`config.mk`:
```
export PLATFORM = sky130hd
export DESIGN_NAME = fsm_eg_driver
export DESIGN_NICKNAME = d
export VERILOG_FILES = /design/src/rtl/fsm_eg_pkg.sv /design/src/rtl/fsm_eg_driver_model.sv /design/src/rtl/fsm_eg_driver.sv
export SDC_FILE = /design/constraint.sdc
export NUM_CORES = 1
export LEC_CHECK = 0
export BUFFER_PORTS_ARGS = -buffer_cell sky130_fd_sc_hd__buf_4
export CORE_MARGIN = 2
export CORE_UTILIZATION = 30
export DETAILED_ROUTE_END_ITERATION = 7
export PLACE_DENSITY = 0.61
export SETUP_SLACK_MARGIN = 0.02
export SKIP_CTS_REPAIR_TIMING = 1
export SYNTH_ARGS = -nofsm -noshare
export SYNTH_HDL_FRONTEND = slang
export SYNTH_SLANG_ARGS = --single-unit
```
`constraint.sdc`:
```
create_clock -name clk -period 3.1 [get_ports clk]
set_clock_uncertainty 0.15 [all_clocks]
set_input_delay 0.155 -clock clk [delete_from_list [all_inputs] [get_ports clk]]
set_output_delay 0.155 -clock clk [all_outputs]
set_load 0.02 [all_outputs]
```
`src/rtl/fsm_eg_pkg.sv`:
```
// Shared definitions for the fsm_eg stimulus driver.
//   fsm_state_t  : encodings of the tutorial FSM states S0/S1/S2 (2 bits)
//   OUT_ACTIVE   : value the FSM drives on x/y when an output is active
//   ctrl_state_t : control states of the driver
//   decode_target: maps a 2-bit command target onto a state (3 -> S0)
//   steer_ab     : one-cycle {a,b} drive that moves the FSM toward a target
package fsm_eg_pkg;

  typedef enum logic [1:0] {
    S0 = 2'd0,
    S1 = 2'd1,
    S2 = 2'd2
  } fsm_state_t;

  localparam logic [7:0] OUT_ACTIVE = 8'd168;

  typedef enum logic [1:0] {
    IDLE  = 2'd0,
    STEER = 2'd1,
    DWELL = 2'd2,
    DONE  = 2'd3
  } ctrl_state_t;

  function automatic fsm_state_t decode_target(input logic [1:0] t);
    case (t)
      2'd1:    return S1;
      2'd2:    return S2;
      default: return S0;
    endcase
  endfunction

  // Returns {a,b}. S1->S2 and S2->S1 both route through S0, so only the
  // first leg is produced here; the next STEER cycle picks up the second.
  function automatic logic [1:0] steer_ab(input fsm_state_t cur, input fsm_state_t tgt);
    case (cur)
      S0:      return (tgt == S2) ? 2'b11 : ((tgt == S1) ? 2'b10 : 2'b00);
      S1:      return 2'b10;
      default: return 2'b00;
    endcase
  endfunction

endpackage

```
`src/rtl/fsm_eg_driver_model.sv`:
```
// Combinational reference model of the tutorial fsm_eg machine.
// Ports:
//   state      in  : current (shadow) state
//   a, b       in  : inputs applied to the machine this cycle
//   next_state out : state after the next clock edge
//   x_exp      out : expected Mealy output
//   y_exp      out : expected Moore output
module fsm_eg_model
  import fsm_eg_pkg::*;
(
  input  fsm_state_t state,
  input  logic       a,
  input  logic       b,
  output fsm_state_t next_state,
  output logic [7:0] x_exp,
  output logic [7:0] y_exp
);

  always_comb begin
    next_state = state;
    x_exp      = '0;
    y_exp      = '0;
    case (state)
      S0: begin
        if (a && b) next_state = S2;
        else if (a) next_state = S1;
      end
      S1: if (a) next_state = S0;
      default: next_state = S0;
    endcase
    if ((state == S0 || state == S2) && a && b) x_exp = OUT_ACTIVE;
    if (state == S1) y_exp = OUT_ACTIVE;
  end

endmodule

```
`src/rtl/fsm_eg_driver.sv`:
```
// Stimulus driver and checker for the tutorial fsm_eg machine.
// Accepts "go to state N and dwell H cycles" commands, steers the FSM via
// registered a/b, tracks a shadow copy of its state and compares x/y.
// Ports:
//   clk, rst            : clock, synchronous active-high reset (FSM gets ~rst)
//   cmd_valid/cmd_ready : command handshake
//   cmd_target, cmd_hold: target state (3 = S0) and dwell count
//   done                : one-cycle completion pulse
//   a, b                : registered drive to the FSM under test
//   x, y                : FSM outputs under check
//   err, err_cnt        : sticky mismatch flag, saturating mismatch count
// Build option: FSM_EG_DRV_CHECK_EN enables the x/y checker; when undefined
// x/y are ignored and err/err_cnt are tied to 0.
module fsm_eg_driver
  import fsm_eg_pkg::*;
#(
  parameter int unsigned HOLD_W = 8
) (
  input  logic              clk,
  input  logic              rst,
  input  logic              cmd_valid,
  output logic              cmd_ready,
  input  logic [1:0]        cmd_target,
  input  logic [HOLD_W-1:0] cmd_hold,
  output logic              done,
  output logic              a,
  output logic              b,
  input  logic [7:0]        x,
  input  logic [7:0]        y,
  output logic              err,
  output logic [7:0]        err_cnt
);

  ctrl_state_t       ctrl, ctrl_next;
  fsm_state_t        shadow, shadow_next;
  fsm_state_t        target, target_next;
  logic [HOLD_W-1:0] hold_q, hold_next;
  logic [HOLD_W-1:0] cnt, cnt_next;
  logic [1:0]        ab_next;
  logic [7:0]        x_exp, y_exp;
  logic              accept;

  fsm_eg_model u_model (
    .state      (shadow),
    .a          (a),
    .b          (b),
    .next_state (shadow_next),
    .x_exp      (x_exp),
    .y_exp      (y_exp)
  );

  assign accept = cmd_valid && cmd_ready;

  always_ff @(posedge clk) begin
    if (rst) begin
      ctrl   <= IDLE;
      shadow <= S0;
      target <= S0;
      hold_q <= '0;
      cnt    <= '0;
      a      <= 1'b0;
      b      <= 1'b0;
    end else begin
      ctrl   <= ctrl_next;
      shadow <= shadow_next;
      target <= target_next;
      hold_q <= hold_next;
      cnt    <= cnt_next;
      {a, b} <= ab_next;
    end
  end

  // Decisions use shadow_next (the state the FSM will hold next cycle) so
  // that a/b can be registered yet still match the state they act upon.
  always_comb begin
    ctrl_next   = ctrl;
    target_next = target;
    hold_next   = hold_q;
    cnt_next    = cnt;
    if (accept) begin
      target_next = decode_target(cmd_target);
      hold_next   = (target_next == S2) ? '0 : cmd_hold;
      if (shadow_next != target_next) begin
        ctrl_next = STEER;
      end else if (hold_next != '0) begin
        ctrl_next = DWELL;
        cnt_next  = hold_next;
      end else begin
        ctrl_next = DONE;
      end
    end else begin
      case (ctrl)
        STEER: begin
          if (shadow_next == target) begin
            if (hold_q != '0) begin
              ctrl_next = DWELL;
              cnt_next  = hold_q;
            end else begin
              ctrl_next = DONE;
            end
          end
        end
        DWELL: begin
          if (cnt == HOLD_W'(1)) ctrl_next = DONE;
          else                   cnt_next  = cnt - HOLD_W'(1);
        end
        DONE:    ctrl_next = IDLE;
        default: ;
      endcase
    end
    ab_next = (ctrl_next == STEER) ? steer_ab(shadow_next, target_next) : 2'b00;
  end

  always_comb begin
    cmd_ready = (ctrl == IDLE) || (ctrl == DONE);
    done      = (ctrl == DONE);
  end

`ifdef FSM_EG_DRV_CHECK_EN
  logic mismatch;
  assign mismatch = (x != x_exp) || (y != y_exp);

  always_ff @(posedge clk) begin
    if (rst) begin
      err     <= 1'b0;
      err_cnt <= '0;
    end else if (mismatch) begin
      err <= 1'b1;
      if (err_cnt != '1) err_cnt <= err_cnt + 8'd1;
    end
  end
`else
  logic unused_check;
  assign unused_check = ^{x, y, x_exp, y_exp};
  assign err     = 1'b0;
  assign err_cnt = '0;
`endif

endmodule

```
After elaboration in Yosys (flattened, before gate mapping)
Index checks and enable logic that the tools add are counted.

word-level totals
  register bits after elaboration = 24
  input port bits = 29

cells by class
  muxes and demuxes = 25
  reductions and logical operators = 11
  add/sub/neg operators = 1
  bitwise logic cells = 1
  equal/unequal tests = 19

operator list
  operator                                           number
  2-to-1 mux 8 bit                                   7
  2-to-1 mux 2 bit                                   11
  one-hot mux 8 bit (2 select lines)                 1
  nonzero test 8 bit                                 2
  == test 2 x 1 -> 1 bit (second input constant)     6
  one-hot mux 2 bit (2 select lines)                 3
  == test 2 bit (second input constant)              5
  != test 3 bit (second input constant)              3
  == test 8 x 1 -> 1 bit (second input constant)     1
  subtractor 8 x 1 -> 8 bit (second input constant)  1
  zero test 2 bit                                    3
  one-hot mux 2 bit (3 select lines)                 1
  AND reduction 6 bit                                1
  nonzero test 3 bit                                 1
  == test 2 bit                                      1
  logical AND 1 bit                                  2
  2-to-1 mux 1 bit                                   2
  != test 2 x 1 -> 1 bit (second input constant)     1
  != test 2 bit                                      1
  != test 2 bit (second input constant)              1
  OR reduction 2 bit                                 1
  logical OR 1 bit                                   1
  NOT 1 bit                                          1

Depth between registers and ports, before layout
Gate-level depths: netlist (run 1).

  word-level depth = 13
  gate-level depth with buffers = 11
  depth with buffers taken out = 9

Modules after synthesis
A second synthesis (run 1) with hierarchy kept.

second synthesis, totals
  cell total of the unflattened synthesis = 195
  area total of the unflattened synthesis = 1592.8 sq um

by module, submodules not included
  module         instances  area each (sq um)  cells each
  fsm_eg_driver  1          1440.1             173
  fsm_eg_model   1          152.6              22

Worst setup path after synthesis (run 1)
No wires, ideal clock.

  path kind = register to register
  from = register ctrl[0]
  to = register a
  arrival = 2.313 ns
  setup slack = 0.545 ns
  data required time = 2.858 ns
  clock period less this slack = 2.555 ns
  path buffers = 2
  cell stages (with the launch flop) = 12
  path through = dfxtp_1 > inv_1 > ha_1 > nand2b_1 > clkbuf_1 > nor2_1 > clkbuf_1 > nor2_1 > ha_1 > mux2i_1 > o221ai_1 > nor4_1

on the way
  longest elaborated chain between the ends = 8
  elaborated cells between the ends (all ways) = 19
  classes of those cells = eq/ne (6); mux (8); bitwise (1); reduce/logical (4)

RTL lines
  what                                              RTL line              source
  from (decl)                                       fsm_eg_driver.sv:34   ctrl_state_t ctrl, ctrl_next;
  from (signal assigned)                            fsm_eg_driver.sv:64   ctrl <= ctrl_next;
  == test 2 bit or zero test 2 bit (tied branches)  fsm_eg_driver.sv:115  cmd_ready = (ctrl == IDLE) || (ctrl == DONE);
  logical OR 1 bit *                                fsm_eg_driver.sv:115
  logical AND 1 bit *                               fsm_eg_driver.sv:52   assign accept = cmd_valid && cmd_ready;
  2-to-1 mux 2 bit *                                fsm_eg_driver.sv:80   if (accept) begin
  named net target_next[1]                          fsm_eg_driver.sv:36   fsm_state_t target, target_next;
  == test 2 x 1 -> 1 bit                            fsm_eg_pkg.sv:36      S0: return (tgt == S2) ? 2'b11 : ((tgt == S1) ? 2'b10 : 2'b00);
  2-to-1 mux 2 bit                                  fsm_eg_pkg.sv:36
  2-to-1 mux 2 bit *                                fsm_eg_pkg.sv:36
  one-hot mux 2 bit (2 select lines) *              fsm_eg_pkg.sv:35      case (cur)
  to (signal assigned)                              fsm_eg_driver.sv:69   {a, b} <= ab_next;
  to (decl)                                         fsm_eg_driver.sv:26   output logic a,

Mark *: on every way through the listed nets, which the timed path passes. The rest lies on a longest branch.
A chain may end at the register's enable or synchronous reset.

Worst setup path in the final report (run 1)
  from = register ctrl[0]
  to = register cnt[3]

on the way
  longest elaborated chain between the ends = 5
  elaborated cells between the ends (all ways) = 15
  classes of those cells = eq/ne (8); mux (2); reduce/logical (5)

RTL lines
  what                                                    RTL line              source
  == test 2 bit or zero test 2 bit (tied branches)        fsm_eg_driver.sv:115
  logical OR 1 bit                                        fsm_eg_driver.sv:115
  logical AND 1 bit                                       fsm_eg_driver.sv:52
  != test 3 bit (no source line) (tied with other cells)  --
  AND reduction 6 bit (no source line)                    --
  to (signal assigned)                                    fsm_eg_driver.sv:68   cnt <= cnt_next;
  to (decl)                                               fsm_eg_driver.sv:38   logic [HOLD_W-1:0] cnt, cnt_next;

Several ways; a longest one is shown, not always the timed one.

==> impl_metrics.yaml, run 1 <==
grt:
  grt_pass1_vias: 1398
  grt.overflow.total: 0
  grt_usage: 0.133
  grt_util_met3: 0.0291
  grt_use_met1: 0.180
  grt_max_degree: 22
  grt_pass1_wl_um: 6530
  antenna_found_initial: 0
  grt_busiest_layer: "met2"
  grtUsageMet2: 0.210
critical_path:
  worst_ep_arrival_time_ns: 2.63
  path_cells: "inv_1 > ha_1 > nand2b_1 > a211o_1 > a31oi_2 > nor2_2 > a2111oi_0 > nor3_1"
  reg2regPathDepth: 8
  crit_type: "reg2reg"
  critPathCaptureType: "flip-flop"
  required_ns: 3.10
  startpoint_type: "flip-flop"
  crit_fanout: 8
  crit_slowest_cell: "a2111oi_0"
  slowest_delay_ns: 0.48
yosys:
  async_reset_ff_frac: 0
  synth_top_family_by_area: "simple AND/OR/NAND/NOR gates"
  yosys.area_share.simple: 0.269
  synth.area.mux_share: 0.0254
  yosys_warnings: 0
  synth_edf_count: 0
  synth-seq-area-share: 0.295
  synthCells: 202
  synth_ff_type: "dfxtp_1"
  synth_cell_types: 51
  synth-xor-area-share: 0.0215
  syn-cell-area_mm2: 0.00163
  synthAdderAreaFrac: 0.0538
  synth-compound-area-share: 0.235
  synth-seq-cells: 24
  avgSynthCellArea_um2: 8.05
layout:
  final_common_cell: "dfxtp_1"
  final_cells: 280
  final_layout_size_suffix_gt1_frac: 0.138
  layout.nets: 248
  final_cell_mix: "24 x dfxtp_1, 21 x nor2_1, 19 x buf_4"
  synthToLayoutAreaGrowth_pct: 10.6
  diodes: 0
clock_network:
  htreeDepth: 1
  clk_pin_slew_ns: 0.09
  clk-insertion-delay-late_ns: 0.27
  cts_buffer_depth: 2
  root_buffer: "clkbuf_8"
  cts.sinks: 24
  cts_buffers: 3
  cts_tree: "built"
sta:
  period_minus_slack_ns: 2.64
  fmax_mhz: 379
  maxSlewViolCount: 0
  setup_viol: 0
  tightest_slew_ns: 0.708
  final.setup.tns_ns: 0
  period_share: 0.850
  whs_ns: -0.0106
  hold_violations: 2
  slew_headroom: 0.528
  rsz0062_at_grt: "false"
  final.setup.worst_slack_ns: 0.465
die:
  io_pins: 42
  num_rows: 26
  start_util: 0.314
  dieWidth_um: 77.6
  fp.dieArea_mm2: 0.00603
  core_area_mm2: 0.00517
  die_h_um: 77.6
power:
  power_leakage_nw: 0.693
  pwr_density_cell_mw_per_mm2: 1070
  ir_drop_v: 0.000479
drt:
  viasPerCell: 5.37
  drt_iter0_markers: 44
  drt-pass1-iter-count: 4
  vias: 1503
  wire_per_inst_um: 14.0
  antenna_left: 0
  routed_wl_um: 3920
  drc: 0
job:
  maxCapViolations: 0
place:
  post-place-ws_ns: 0.467
  dp_cells: 277
  gp_congestion: 0.825
  portBuffers: 16
  hpwl_um: 2840
min_path:
  hold_depth: 3
  min_path_type: "in2reg"
status:
  status: "finished with violations"
  violations: "hold timing"
path summary, 6_finish.rpt:
path / start / to / slack [ns]
worst max-delay path: ctrl[0]$_SDFF_PP0_ / cnt[3]$_SDFFE_PP0P_ / 0.46
worst min-delay path: cmd_hold[4] / hold_q[4]$_SDFFE_PP0P_ / -0.01
worst max register to register: ctrl[0]$_SDFF_PP0_ / cnt[3]$_SDFFE_PP0P_ / 0.46
worst min register to register: hold_q[1]$_SDFFE_PP0P_ / hold_q[1]$_SDFFE_PP0P_ / 0.33
sequential cells by signal, summed over array words and instances (netlist names):
signal and flops:
a 1, b 1, cnt 8, ctrl 2, hold_q 8, shadow 2, target 2
where the power goes:
group	internal, W	total (W)	switching, W
registers	0.000408	0.000542	0.000134
clock network	0.0000872	0.000192	0.000105
logic	0.000507	0.00119	0.000684
total	0.00100	0.00193	0.000923
worst max-delay path, delay by kind of cell, from the launching register on:
family,cells,cell delay (ns)
and+or+nand+nor,3,0.40
buffers and inverters,1,0.11
DFF,1,0.42
AOI/OAI and AO/OA,3,1.09
adders and majority gates,1,0.34
Yosys cell counts, drive strengths merged, types with 3 or more instances:
cell	instances	area [um^2]
nor3b	3	22.5
nor3	13	65.1
clkbuf	6	22.5
nor2b	4	25.0
nor4	8	65.1
or4	3	26.3
o211ai	3	27.5
a211oi	3	22.5
or3	3	18.8
nand2b	5	31.3
o21ai	10	50.0
xnor2	3	26.3
dfxtp	24	480
a21oi	15	75.1
a22oi	4	30.0
inv	8	30.0
nand2	9	33.8
a31oi	4	31.3
a2111oi	4	35.0
buf	16	106
mux2i	3	30.0
ha	7	87.6
nor2	22	85.1
cell type report:
class | instances | area [um^2]
clock buffer | 3 | 41.3
fill | 558 | 3370
timing repair buffer | 19 | 143
sequential | 24 | 480
multi-input combinational | 156 | 1020
tap | 70 | 87.6
inverter | 8 | 30.0
kinds of logic (layout without fill, tap and decap cells):
kind of cell    count (synthesis)  count (layout)
compound gates                 54              54
buf+inv                        30              30
flops                          24              24
simple gates                   78              78
mux                             4               4
xor+xnor                        4               4
other cells                     1               9
fa+ha+maj                       7               7
per-layer routing:
layer	wire, um	part of all wire
met1	1860	0.47
met2	1840	0.47
met3	176	0.045
met4	45	0.011
met5	0	0
through the flow:
step / power [W] / hold slack (ns) / utilization / instance area (um^2)
after CTS: 0.00193 / -0.0111 / 0.348 / 1800
after global routing: 0.00210 / 0.00120 / 0.348 / 1800
after detailed placement: 0.00173 / 0.276 / 0.340 / 1760
final: 0.00193 / -0.0106 / 0.348 / 1800
after floorplan: 0.00148 / 0.153 / - / 1660
after global placement: 0.00172 / 0.272 / 0.340 / 1760
Power figures use the tool's default switching activity.
==> run 2: changes to the inputs <==
--- a/config.mk
+++ b/config.mk
@@ -5,11 +5,13 @@
 export SDC_FILE = /design/constraint.sdc
 export NUM_CORES = 1
 export LEC_CHECK = 0
-export BUFFER_PORTS_ARGS = -buffer_cell sky130_fd_sc_hd__buf_4
+export BUFFER_PORTS_ARGS = -buffer_cell sky130_fd_sc_hd__clkbuf_2
+export CELL_PAD_IN_SITES_DETAIL_PLACEMENT = 2
+export CELL_PAD_IN_SITES_GLOBAL_PLACEMENT = 2
 export CORE_MARGIN = 2
 export CORE_UTILIZATION = 30
 export DETAILED_ROUTE_END_ITERATION = 7
-export PLACE_DENSITY = 0.61
+export PLACE_DENSITY = 0.9
 export SETUP_SLACK_MARGIN = 0.02
 export SKIP_CTS_REPAIR_TIMING = 1
 export SYNTH_ARGS = -nofsm -noshare
==> constraint.sdc (replaced) <==
create_clock -name clk -period 3.1 [get_ports clk]
set_clock_uncertainty 0.15 [all_clocks]
set_input_delay 0.155 -clock clk [delete_from_list [all_inputs] [get_ports clk]]
set_output_delay 0.155 -clock clk [all_outputs]
set_load 0.1 [all_outputs]
==> run 2 against run 1 <==
Effect of this change: the run still ends with hold timing left; routed wire length increased by 25%; setup slack got worse by 0.074 ns; clock power about the same; total power increased by 13%; flip-flop and latch count unchanged; critical path depth unchanged; non-clock buffer count increased by 2; hold slack improved by 0.0090 ns; largest power group unchanged; die area unchanged; cell area decreased by 1.3%; fmax decreased by 2.7%.
==> impl_metrics.yaml, run 2 (synthesized netlist as in run 1, its figures left out) <==
status:
  status: "finished with violations"
  violations: "hold timing"
clock_network:
  clk-insertion-delay-late_ns: 0.27
  cts.sinks: 24
  cts_tree: "built"
  cts_buffer_depth: 2
  cts_buffers: 3
  clk_pin_slew_ns: 0.09
  htreeDepth: 1
  root_buffer: "clkbuf_8"
power:
  swShare: 0.541
  clkPwrFrac: 0.090
  power_leakage_nw: 0.691
  pwr-share-seq: 0.256
  ir_drop_v: 0.000449
  switching_power_w: 0.00117
  p_int_w: 0.000995
  finalPower_w: 0.00217
  p_comb_frac: 0.654
  pwr_density_cell_mw_per_mm2: 1220
drt:
  drt-pass1-iter-count: 4
  antenna_left: 0
  vias: 1539
  viasPerCell: 5.46
  routed_wl_um: 4880
  drc: 0
  drt_iter0_markers: 64
  wire_per_inst_um: 17.3
layout:
  synthToLayoutAreaGrowth_pct: 9.23
  fin_util: 0.343
  postLayoutCellArea_mm2: 0.00178
  layout.nets: 250
  largestRegisters: "cnt x8, hold_q x8"
  final_common_cell: "dfxtp_1"
  final_layout_size_suffix_gt1_frac: 0.142
  final_cell_mix: "24 x dfxtp_1, 21 x nor2_1, 16 x clkbuf_2"
  diodes: 0
sta:
  tightest_slew_ns: 0.544
  slew_headroom: 0.639
  maxSlewViolCount: 0
  period_minus_slack_ns: 2.71
  whs_ns: -0.00155
  setup_viol: 0
  period_share: 0.874
  hold_violations: 1
  fmax_mhz: 369
  final.setup.tns_ns: 0
  rsz0062_at_grt: "false"
die:
  fp.dieArea_mm2: 0.00603
  num_rows: 26
  die_h_um: 77.6
  io_pins: 42
  start_util: 0.314
  dieWidth_um: 77.6
  core_area_mm2: 0.00517
critical_path:
  critPathCaptureType: "flip-flop"
  startpoint_type: "flip-flop"
  required_ns: 3.10
  worst_ep_arrival_time_ns: 2.71
  crit_type: "reg2reg"
  crit_fanout: 8
grt:
  grt.overflow.total: 0
  antenna_found_initial: 0
  grt_pass1_vias: 1619
  grt_usage: 0.170
  grt_pass1_wl_um: 8140
  grt_max_degree: 22
place:
  dpl_cell_area_mm2: 0.00173
  portBuffers: 16
  gp_congestion: 0.798
  hpwl_um: 3770
min_path:
  min_path_type: "in2reg"
job:
  maxCapViolations: 0
[run 2: changes by cell type in the layout (fill, tap and decap cells not counted)]
cell and change:
clkbuf_2 +16, dlygate4sd3_1 +1, buf_4 -15
[run 2: worst paths after layout]
path / from / to / slack [ns] / depth (start not counted)
worst min register to register: hold_q[0]$_SDFFE_PP0P_ / hold_q[0]$_SDFFE_PP0P_ / 0.34 / 2
worst max register to register: ctrl[0]$_SDFF_PP0_ / cnt[7]$_SDFFE_PP0P_ / 0.39 / 8
worst min-delay path: cmd_hold[1] / hold_q[1]$_SDFFE_PP0P_ / -0.002 / 3
worst max-delay path: ctrl[0]$_SDFF_PP0_ / cnt[7]$_SDFFE_PP0P_ / 0.39 / 8
[run 2: power by group through the flow]
stage	registers (W)	clock network [W]	logic (W)
2_1_floorplan	0.000551	0	0.00111
3_3_place_gp	0.000547	0	0.00135
3_5_place_dp	0.000560	0	0.00142
4_1_cts	0.000556	0.000199	0.00143
5_1_grt	0.000576	0.000215	0.00156
6_report	0.000555	0.000194	0.00142
[run 2: worst max-delay path, stage by stage, from the launching register on]
cell and delay (ns):
dfxtp_1 0.43, inv_1 0.11, ha_1 0.35, nand2b_1 0.19
a211o_1 0.30, a31oi_2 0.30, nor2_2 0.15, a2111oi_0 0.50
nor3_1 0.09
[run 2: layer usage]
layer	GRT usage	up-vias	share of wire
met3	0.0140	5	0.028
met1	0.225	758	0.47
met4	0.0518	0	0.013
met5	0	-	0
met2	0.293	27	0.49
li1	-	749	-
[run 2: through the flow]
stage          hold slack [ns]  cells  setup slack [ns]
6_report              -0.00155    282             0.390
2_1_floorplan            0.153    210             0.364
3_5_place_dp             0.279    278             0.399
3_3_place_gp             0.272    278             0.506
4_1_cts                -0.0137    281             0.372
5_1_grt                 0.0265    282             0.195
[run 2: cell type report]
| type | instances | area, um^2 |
|---|---|---|
| Multi-Input combinational cell | 156 | 1020 |
| Clock buffer | 3 | 41.3 |
| Fill cell | 612 | 3400 |
| Inverter | 8 | 30.0 |
| Sequential cell | 24 | 480 |
| Timing Repair Buffer | 21 | 120 |
| Tap cell | 70 | 87.6 |
==> run 3: changes to the inputs <==
--- a/config.mk
+++ b/config.mk
@@ -11,9 +11,10 @@
 export CORE_MARGIN = 2
 export CORE_UTILIZATION = 30
 export DETAILED_ROUTE_END_ITERATION = 7
-export PLACE_DENSITY = 0.9
+export PLACE_DENSITY = 0.81
 export SETUP_SLACK_MARGIN = 0.02
 export SKIP_CTS_REPAIR_TIMING = 1
 export SYNTH_ARGS = -nofsm -noshare
 export SYNTH_HDL_FRONTEND = slang
 export SYNTH_SLANG_ARGS = --single-unit
+export TNS_END_PERCENT = 20
==> run 3 against run 2 <==
Effect of this change: the flow now finishes without violations; count of clock-buffer cells in the layout unchanged; combinational power about the same; critical endpoint is now cnt[3]$_SDFFE_PP0P_; non-clock buffer count unchanged; via count down 0.52%; hold slack better by 0.020 ns.
==> impl_metrics.yaml, run 3 (synthesized netlist as in run 1, its figures left out) <==
sta:
  period_minus_slack_ns: 2.70
  maxSlewViolCount: 0
  hold_violations: 0
  slew_headroom: 0.614
  fmax_mhz: 370
  period_share: 0.872
  tightest_slew_ns: 0.573
  setup_viol: 0
  final.setup.tns_ns: 0
  rsz0062_at_grt: "false"
  whs_ns: 0.0181
drt:
  vias: 1531
  routed_wl_um: 5080
  antenna_left: 0
  drc: 0
  drt_iter0_markers: 53
  viasPerCell: 5.41
  wire_per_inst_um: 18.0
  drt-pass1-iter-count: 4
layout:
  final_cell_mix: "24 x dfxtp_1, 21 x nor2_1, 16 x clkbuf_2"
  final_layout_size_suffix_gt1_frac: 0.146
  layout.nets: 250
  diodes: 0
  fin_util: 0.349
  largestRegisters: "cnt x8, hold_q x8"
  final_common_cell: "dfxtp_1"
  synthToLayoutAreaGrowth_pct: 11.1
clock_network:
  htreeDepth: 1
  cts_buffer_depth: 2
  clk_pin_slew_ns: 0.09
  clk-insertion-delay-late_ns: 0.27
  cts.sinks: 24
  root_buffer: "clkbuf_8"
  cts_buffers: 3
  cts_tree: "built"
power:
  pwr_density_cell_mw_per_mm2: 1260
  power_leakage_nw: 0.705
  ir_drop_v: 0.000527
critical_path:
  worst_ep_arrival_time_ns: 2.70
  required_ns: 3.10
  startpoint_type: "flip-flop"
  crit_type: "reg2reg"
  critPathCaptureType: "flip-flop"
  crit_fanout: 8
place:
  hpwl_um: 3790
  portBuffers: 16
  gp_congestion: 0.782
min_path:
  min_path_type: "in2reg"
die:
  dieWidth_um: 77.6
  num_rows: 26
  core_area_mm2: 0.00517
  start_util: 0.314
  fp.dieArea_mm2: 0.00603
  io_pins: 42
  die_h_um: 77.6
job:
  maxCapViolations: 0
grt:
  grt.overflow.total: 0
  antenna_found_initial: 0
  grt_pass1_wl_um: 8240
  grt_pass1_vias: 1606
  grt_usage: 0.173
  grt_max_degree: 22
status:
  status: "complete, no violations"
## run 3: changes by cell type in the layout (fill, tap and decap cells not counted), sizes merged
cell	change
bufinv	+1
## run 3: worst max-delay path, cell delays in order, from the launching register on
cell and delay (ns):
dfxtp_1 0.42, inv_1 0.11, ha_1 0.34, nand2b_1 0.20, a211o_1 0.31, a31oi_2 0.32
nor2_2 0.16, a2111oi_0 0.49, nor3_1 0.09
## run 3: routing by layer
layer	vias to the layer above	wire, um	GRT usage	share of wire
met5	-	0	0	0
met4	0	79	0.0500	0.016
met3	6	173	0.0233	0.034
met2	36	2460	0.303	0.48
met1	747	2370	0.220	0.47
li1	742	-	-	-
## run 3: path summary, 6_finish.rpt
path | startpoint | endpoint | slack (ns) | depth (start not counted)
min reg2reg | hold_q[0]$_SDFFE_PP0P_ | hold_q[0]$_SDFFE_PP0P_ | 0.34 | 2
max reg2reg | ctrl[0]$_SDFF_PP0_ | cnt[3]$_SDFFE_PP0P_ | 0.40 | 8
max | ctrl[0]$_SDFF_PP0_ | cnt[3]$_SDFFE_PP0P_ | 0.40 | 8
min | cmd_hold[1] | hold_q[1]$_SDFFE_PP0P_ | 0.02 | 3
## run 3: cell type report
| cell class | instances | area (um^2) |
|---|---|---|
| clock buffers | 3 | 41.3 |
| repair buffers | 21 | 120 |
| fillers | 623 | 3370 |
| well taps | 70 | 87.6 |
| multi-input cells | 156 | 1020 |
| clock inverters | 1 | 30.0 |
| inverters | 8 | 30.0 |
| flip-flops and latches | 24 | 480 |
## run 3: power by group
group,internal [W],switching (W)
clock,0.000173,0.000109
sequential,0.000408,0.000143
combinational,0.000500,0.000941
## run 3: through the flow
step | std cells | instance area [um^2] | setup WS (ns) | total power, W
2_1_floorplan | 210 | 1660 | 0.364 | 0.00166
3_3_place_gp | 278 | 1730 | 0.410 | 0.00193
3_5_place_dp | 278 | 1730 | 0.380 | 0.00198
4_1_cts | 282 | 1800 | 0.369 | 0.00229
5_1_grt | 283 | 1810 | 0.165 | 0.00245
6_report | 283 | 1810 | 0.398 | 0.00227
